File: src/rtl/demod_pkg.sv
// demod_pkg: shared types, constants and the carrier-activity helper for the
// FSK demodulator (demodulador) and its sign-vote sub-block.
package demod_pkg;

  typedef enum logic {IDLE = 1'b0, RECV = 1'b1} demod_state_t;

  localparam logic [7:0] AMOSTRA_ZERO = 8'd128;
  localparam int         AMOSTRAS_BIT = 32;
  localparam logic [4:0] FASE_A       = 5'd8;
  localparam logic [4:0] FASE_B       = 5'd24;
  localparam logic [4:0] FASE_FIM     = 5'(AMOSTRAS_BIT - 1);

  // True when |a - 128| > thr, evaluated 9-bit signed so 0 and 255 do not wrap.
  function automatic logic f_ativo(input logic [7:0] a, input logic [8:0] thr);
    logic signed [8:0] d;
    logic [8:0]        m;
    d = $signed({1'b0, a}) - $signed({1'b0, AMOSTRA_ZERO});
    if (d < 9'sd0) begin
      m = unsigned'(-d);
    end else begin
      m = unsigned'(d);
    end
    return (m > thr);
  endfunction

endpackage

File: src/rtl/demodulador_sign_vote.sv
// sign_vote: majority of the current sample sign and the two previous signs.
// Used by demodulador only when DEMOD_MAJORITY_EN is defined.
module sign_vote (
  input  logic clk,
  input  logic rst,
  input  logic i_sinal,
  output logic o_maioria
);

  logic [1:0] r_hist;

  // Two-deep history of sample signs, oldest in bit 1.
  always_ff @(posedge clk) begin
    if (rst) begin
      r_hist <= 2'b00;
    end else begin
      r_hist <= {r_hist[0], i_sinal};
    end
  end

  assign o_maioria = (r_hist[1] & r_hist[0]) |
                     (r_hist[1] & i_sinal)   |
                     (r_hist[0] & i_sinal);

endmodule

File: src/rtl/demodulador.sv
// demodulador: FSK receiver. Detects carrier start, slices 32-sample bit
// windows, decides each bit from the signs at phases 8 and 24, and assembles
// bytes LSB-first. Optional macro DEMOD_MAJORITY_EN replaces the single-sample
// signs with a 3-sample majority centred on phases 8 and 24.
module demodulador
  import demod_pkg::*;
#(
  parameter int THRESH = 32
) (
  input  logic       clk,
  input  logic       rst,
  input  logic [7:0] amostra,
  output logic [7:0] dado_out,
  output logic       byte_valid,
  output logic       status,
  output logic       erro
);

  localparam logic [8:0] W_THR = THRESH[8:0];

  demod_state_t r_state, w_state_nxt;
  logic [4:0]   r_fase, w_fase_nxt;
  logic [2:0]   r_nbit, w_nbit_nxt;
  logic [7:0]   r_shift, w_shift_nxt, w_shift_bit;
  logic         r_s8, w_s8_nxt, r_s24, w_s24_nxt;
  logic [7:0]   r_dado, w_dado_nxt;
  logic         r_valid, w_valid_nxt, r_erro, w_erro_nxt, r_status;
  logic         w_ativo, w_sinal_sel, w_bit;

  assign w_ativo = f_ativo(amostra, W_THR);

`ifdef DEMOD_MAJORITY_EN
  // The vote needs the sample after the centre phase, so latch one phase late.
  localparam logic [4:0] FASE_S8  = FASE_A + 5'd1;
  localparam logic [4:0] FASE_S24 = FASE_B + 5'd1;

  sign_vote u_sign_vote (
    .clk       (clk),
    .rst       (rst),
    .i_sinal   (amostra[7]),
    .o_maioria (w_sinal_sel)
  );
`else
  localparam logic [4:0] FASE_S8  = FASE_A;
  localparam logic [4:0] FASE_S24 = FASE_B;

  assign w_sinal_sel = amostra[7];
`endif

  // Next-state and next-output logic for the IDLE/RECV receiver.
  always_comb begin
    w_state_nxt = r_state;
    w_fase_nxt  = r_fase;
    w_nbit_nxt  = r_nbit;
    w_shift_nxt = r_shift;
    w_s8_nxt    = r_s8;
    w_s24_nxt   = r_s24;
    w_dado_nxt  = r_dado;
    w_valid_nxt = 1'b0;
    w_erro_nxt  = 1'b0;
    w_bit       = 1'b0;
    w_shift_bit = r_shift;
    case (r_state)
      IDLE: begin
        w_fase_nxt  = 5'd0;
        w_nbit_nxt  = 3'd0;
        w_shift_nxt = 8'd0;
        if (w_ativo) begin
          // This sample is phase 1 of the first bit.
          w_state_nxt = RECV;
          w_fase_nxt  = 5'd2;
        end else begin
          w_state_nxt = IDLE;
        end
      end
      RECV: begin
        w_fase_nxt = r_fase + 5'd1;
        if ((r_fase == FASE_A) && !w_ativo) begin
          // Carrier gone: normal end on a byte boundary, error otherwise.
          w_state_nxt = IDLE;
          w_fase_nxt  = 5'd0;
          w_nbit_nxt  = 3'd0;
          w_shift_nxt = 8'd0;
          w_erro_nxt  = (r_nbit != 3'd0);
        end else begin
          if (r_fase == FASE_S8) begin
            w_s8_nxt = w_sinal_sel;
          end else begin
            w_s8_nxt = r_s8;
          end
          if (r_fase == FASE_S24) begin
            w_s24_nxt = w_sinal_sel;
          end else begin
            w_s24_nxt = r_s24;
          end
          if (r_fase == FASE_FIM) begin
            w_bit       = ~(r_s8 ^ r_s24);
            w_shift_bit = r_shift | ({7'd0, w_bit} << r_nbit);
            w_nbit_nxt  = r_nbit + 3'd1;
            if (r_nbit == 3'd7) begin
              w_dado_nxt  = w_shift_bit;
              w_valid_nxt = 1'b1;
              w_shift_nxt = 8'd0;
            end else begin
              w_shift_nxt = w_shift_bit;
            end
          end else begin
            w_shift_nxt = r_shift;
          end
        end
      end
      default: begin
        w_state_nxt = IDLE;
      end
    endcase
  end

  // State and output registers with synchronous reset.
  always_ff @(posedge clk) begin
    if (rst) begin
      r_state  <= IDLE;
      r_fase   <= 5'd0;
      r_nbit   <= 3'd0;
      r_shift  <= 8'd0;
      r_s8     <= 1'b0;
      r_s24    <= 1'b0;
      r_dado   <= 8'd0;
      r_valid  <= 1'b0;
      r_erro   <= 1'b0;
      r_status <= 1'b0;
    end else begin
      r_state  <= w_state_nxt;
      r_fase   <= w_fase_nxt;
      r_nbit   <= w_nbit_nxt;
      r_shift  <= w_shift_nxt;
      r_s8     <= w_s8_nxt;
      r_s24    <= w_s24_nxt;
      r_dado   <= w_dado_nxt;
      r_valid  <= w_valid_nxt;
      r_erro   <= w_erro_nxt;
      r_status <= (w_state_nxt == RECV);
    end
  end

  assign dado_out   = r_dado;
  assign byte_valid = r_valid;
  assign status     = r_status;
  assign erro       = r_erro;

endmodule

File: config.mk
export PLATFORM = sky130hd
export DESIGN_NAME = demodulador
export DESIGN_NICKNAME = d
export VERILOG_FILES = /design/src/rtl/demod_pkg.sv /design/src/rtl/demodulador_sign_vote.sv /design/src/rtl/demodulador.sv
export SDC_FILE = /design/constraint.sdc
export NUM_CORES = 1
export LEC_CHECK = 0
export ABC_AREA = 1
export BUFFER_PORTS_ARGS = -buffer_cell sky130_fd_sc_hd__buf_2
export CAP_MARGIN = 30
export CORE_AREA = 2 2 68 70
export DETAILED_ROUTE_END_ITERATION = 12
export DIE_AREA = 0 0 70 72
export GPL_ROUTABILITY_DRIVEN = 0
export PLACE_DENSITY = 0.69
export SLEW_MARGIN = 20
export SYNTH_ARGS = -nofsm -noshare
export SYNTH_HDL_FRONTEND = slang
export SYNTH_SLANG_ARGS = --single-unit
File: constraint.sdc
create_clock -name clk -period 1.8 [get_ports clk]
set_clock_uncertainty 0.05 [all_clocks]
set_input_delay 0.09 -clock clk [delete_from_list [all_inputs] [get_ports clk]]
set_output_delay 0.09 -clock clk [all_outputs]
set_load 0.01 [all_outputs]
## Yosys cells after proc, flatten, opt, wreduce, memory -nomap -nowiden

Cells that the tools add are included.

- Bitwise gates (word level): 6
- Equal/unequal tests: 5
- Shift operators: 1
- $mul: 0
- Reductions and logical operators: 8
- Order comparisons: 2
- $add $sub $neg: 4
- Multiplexer cells: 15
- Div/mod/pow operators: 0

Operators with widths:

| kind | count |
|---|---|
| 8-bit 2-to-1 mux | 3 |
| 8-bit case mux with 2 select lines | 1 |
| 5-bit == test (second input constant) | 2 |
| 5-bit case mux with 2 select lines | 1 |
| 9-bit by 6-bit > comparator with 1-bit output (second input constant) | 1 |
| 9-bit by 1-bit < comparator with 1-bit output (second input constant) | 1 |
| 9-bit 2-to-1 mux | 1 |
| 9-bit negator | 1 |
| 8-bit by 8-bit subtractor with 9-bit output (second input constant) | 1 |
| 8-bit bitwise OR | 1 |
| 1-bit by 3-bit left shift with 8-bit output | 1 |
| 3-bit 2-to-1 mux | 2 |
| 3-bit case mux with 2 select lines | 1 |
| 3-bit AND reduction | 2 |
| 5-bit by 1-bit adder with 5-bit output (second input constant) | 1 |
| 5-bit by 4-bit == test with 1-bit output (second input constant) | 1 |
| 5-bit 2-to-1 mux | 1 |
| 1-bit inverter | 4 |
| 4-bit AND reduction | 1 |
| 4-bit OR reduction | 1 |
| 3-bit by 1-bit adder with 3-bit output (second input constant) | 1 |
| 3-bit == test (second input constant) | 1 |
| 1-bit 2-to-1 mux | 3 |
| 3-bit by 1-bit != test with 1-bit output (second input constant) | 1 |
| 7 further kinds | 7 |

- RAM bits: 0
- Memory bits (read-only): 0
- Flip-flop bits (word level): 29
- Input port bits: 10
- Latch bits: 0
- Output and inout port bits: 11
- Memories kept: 0
- Word-level logic and storage cells: 50

## Depth between registers and ports, before layout

- Word-level depth: 8
- Depth in mapped cells: 14

## Worst setup path before layout

Ideal clock, no wire load.

- Path type: register to register
- Start: register r_fase[0]
- End: register r_dado[2] (netlist: dado_out[2])
- Slack: 132 ps
- Data required time: 1640 ps
- Arrival time: 1509 ps
- Stages on the path, launching flop included: 11
- Buffers on the path: 1
- Path through: dfxtp_1 > ha_1 > nand2_1 > nor2_1 > ha_1 > nand2_1 > clkinv_1 > clkbuf_1 > nand4_1 > nand2_1 > nor2_2

- Word-level cells in the longest chain between the ends: 4
- Elaborated cells on any way between the ends: 5
- Those cells by class: eq/ne: 2; bitwise: 1; reduce/logical: 2

Ends and longest elaborated chain:

| what | RTL line | text |
|---|---|---|
| from (decl) | demodulador.sv:22 | `logic [4:0] r_fase, w_fase_nxt;` |
| from (signal assigned) | demodulador.sv:133 | `r_fase <= w_fase_nxt;` |
| 5-bit by 4-bit == test with 1-bit output | demodulador.sv:78 | `if ((r_fase == FASE_A) && !w_ativo) begin` |
| 1-bit logical AND | demodulador.sv:78 |  |
| 1-bit inverter (no line) | n/a |  |
| 4-bit AND reduction (no line) (*) | n/a |  |
| to (signal assigned) | demodulador.sv:138 | `r_dado <= w_dado_nxt;` |
| to (decl) | demodulador.sv:26 | `logic [7:0] r_dado, w_dado_nxt;` |

Every way passes the cells marked *; elsewhere a longest branch is shown, timed or not.
A chain may end at the register's enable or synchronous reset.

## Worst setup path after layout

- Start: register r_fase[0]
- End: register r_dado[3] (netlist: dado_out[3])

The elaborated chain is that of the path after synthesis.

==> results.tsv <==
stage	metric	value	unit
place	I/O Buffers	20	
timing	fmax	620	MHz
place	Final HPWL DP	2240	µm
timing	setup ws final	0.187	ns
critical_path	setup slack, reg-to-reg	0.19	ns
clocking	TritonCTS clock tree	built	
logic_synthesis	synthesized area	1630	µm²
cells_and_area	Nets	290	
global_route	vias in the first global route	1292	
global_route	initial antenna violation count	0	
cells_and_area	Seq. cell area	581	µm²
cells_and_area	Multi-input gate area	820	µm²
hold_path	Hold Path Class	primary input to flip-flop	
logic_synthesis	compound-gate portion of the synthesized area	3.54	%
cells_and_area	Layout fillers	447	
critical_path	crit start category	flip-flop	
cells_and_area	most common cell after layout, fill and taps aside	nand2_1	
logic_synthesis	Mapped Nets	262	
clocking	CTS Buffer Depth	2	
run_status	status	completed	
job	Max Cap Violations	0	
detailed_routing	drt pass-1 iters	4	
clocking	CTS Buf Count	5	
timing	Worst Max-Slew Pin Slew	0.512	ns
die	Site Rows	24	
logic_synthesis	Post-Syn Instances	245	
die	die area	5040	µm²
logic_synthesis	number of flops mapped to enable cells by yosys	0	
critical_path	Critical Path End Type	flip-flop	
timing	crit path time final	1.61	ns
global_route	total gr overflow	0	
logic_synthesis	Simple-Gate Fraction of Synth Area	39.3	%
global_route	largest net degree at the start of global routing	17	
global_route	met3 Use GR	5.28	%
clocking	clk root buf	clkbuf_8	
critical_path	worst-case reg-to-reg path depth	10	
logic_synthesis	Synth cell types	23	
global_route	GR peak layer	met2	
logic_synthesis	Yosys warning count	0	
timing	Tcrit/Tclk final	89.6	%
critical_path	Critical Path Start	r_fase[0]	
logic_synthesis	post-synthesis xor/xnor area fraction	1.08	%
cells_and_area	Area Growth Syn to Fin	18.1	%
logic_synthesis	Main synth FF type	dfxtp_1	
detailed_routing	Avg Vias per Cell	4.53	
die	IO Count	21	
critical_path	WP data required	1.92	ns
detailed_routing	drt drc	0	
critical_path	Worst setup endpoint	dado_out[3]	
logic_synthesis	asr flop ratio synth	0	%
logic_synthesis	register area share after synthesis	35.7	%
detailed_routing	Routed WL per cell	9.28	µm
place	Place WS	0.0859	ns
global_route	first-pass GRT wire length	5350	µm
logic_synthesis	mux contribution to synthesized area	0	%
die	core area	4260	µm²
die	starting density of the core	38.2	%
cells_and_area	Antenna Diode Count	0	
pwr	worst vdd ir	0.317	mV
timing	count of final max-slew check failures	0	
timing	RSZ-0062 raised after global routing	no	
critical_path	largest fanout on the critical path	12	
global_route	gr usage total	13.2	%
timing	final hold vios	0	
clocking	CTS H-tree lvls	2	
pwr	LEAKAGE	0.898	nW
logic_synthesis	largest family of logic cells by synthesized area	simple AND/OR/NAND/NOR gates	
critical_path	r2r startpoint	r_fase[0]	
die	die width	70	µm
logic_synthesis	#FFs+latches synth	29	
timing	setup TNS	0	ns
timing	Slew Limit Headroom	65.8	%
cells_and_area	most frequent cells in the layout	nand2_1 (54), inv_1 (52), nor2_1 (33)	
critical_path	FF-to-FF End	dado_out[3]	
die	Die H	72	µm
critical_path	critical path arrival	1.74	ns
global_route	M2 GR Usage	19.9	%
detailed_routing	drt initial violations	79	
critical_path	type of the worst setup path	flip-flop to flip-flop	
clocking	clock sink count	29	
detailed_routing	antenna-violating nets left	0	
clocking	clk_lat worst skew	0.28	ns
global_route	met1 usage	16.4	%
pwr	Cell Pwr Density	685	nW/µm²
detailed_routing	Detailed Route WL	3020	µm
detailed_routing	vias	1473	
timing	Final Setup Violations	0	
cells_and_area	layout cells sized above 1	17.9	%
clocking	Worst-path clk slew	0.06	ns
logic_synthesis	Mean Syn Cell Area	6.64	µm²
logic_synthesis	Synth Area in Adders	5.38	%
[synthesized netlist by cell type (2+ instances only)]
| cell type | number | area [µm²] |
|---|---|---|
| nand3_4 | 2 | 35.0 |
| a21oi_1 | 3 | 15.0 |
| inv_1 | 52 | 195 |
| nor2_1 | 33 | 124 |
| clkbuf_1 | 4 | 15.0 |
| ha_1 | 7 | 87.6 |
| nand2_1 | 54 | 203 |
| buf_6 | 2 | 22.5 |
| dfxtp_1 | 29 | 581 |
| nor3_1 | 9 | 45.0 |
| o21ai_0 | 6 | 30.0 |
| nand4_1 | 18 | 113 |
| nand3_1 | 8 | 40.0 |
| nor2_2 | 9 | 56.3 |
[report_power, final]
| part | internal [mW] | leakage (nW) | switching [mW] | total (mW) |
|---|---|---|---|---|
| combinational | 0.0468 | 0.620 | 0.0754 | 0.122 |
| sequential | 0.653 | 0.234 | 0.0226 | 0.676 |
| clock | 0.302 | 0.0443 | 0.217 | 0.519 |
| total | 1.00 | 0.898 | 0.315 | 1.32 |
[timing repair]
item	4_1_cts	5_1_grt
hold buffers	1	0
gates resized for setup	0	2
endpoints found under the setup margin	0	6
setup buffers	0	0
hold endpoints to repair	1	0
[metal layers]
| metal | up-vias | wire [µm] |
|---|---|---|
| li1 | 807 | - |
| met3 | 5 | 196 |
| met1 | 631 | 1460 |
| met4 | 0 | 60 |
| met2 | 30 | 1290 |
| met5 | - | 0 |
[kinds of logic (layout without fill, tap and decap cells)]
logic type | after synthesis | count (layout)
simple gates | 136 | 137
buf+inv | 61 | 88
flops | 29 | 29
compound gates | 10 | 10
fa+ha+maj | 7 | 7
xor+xnor | 2 | 2
[state kept, by name, indices dropped and copies added (netlist names)]
signal and cells:
byte_valid 1, dado_out 8, erro 1, r_fase 5
r_nbit 3, r_s24 1, r_s8 1, r_shift 8
status 1
[metrics by stage]
stage	power, mW	util, %	cells	hold WS, ns	cell area (µm²)
floorplan	0.769	-	245	0.112	1630
global route	1.39	45.1	325	0.202	1920
finish	1.32	45.1	325	0.182	1920
CTS	1.33	44.7	324	0.172	1900
global placement	0.802	42.4	316	0.229	1810
detailed placement	0.804	42.4	316	0.234	1810
[worst min-delay path by stage]
stage	start	endpoint	cells past startpoint
final	amostra[7]	r_s24	3
after global routing	amostra[7]	r_s24	3
after detailed placement	rst	byte_valid	2
after floorplan	rst	byte_valid	1
after CTS	amostra[7]	r_s24	3
after global placement	rst	byte_valid	2
[worst max-delay path: stages, from the launching register on]
cell	delay, ns
dfxtp_1	0.36
ha_1	0.18
nand2_1	0.06
nor2_1	0.10
ha_1	0.20
nand2_1	0.07
inv_2	0.12
buf_12	0.14
nand4_1	0.10
nand2_1	0.10
nor2_2	0.03
[layout make-up]
cell class	count	share of cell area, %
sequential	29	30.2
clock buffer	7	4.49
timing repair buffer	27	8.72
tap	52	3.39
inverter	54	10.5
multi-input combinational	156	42.6
Note: power is estimated with default switching activity, not from simulation.
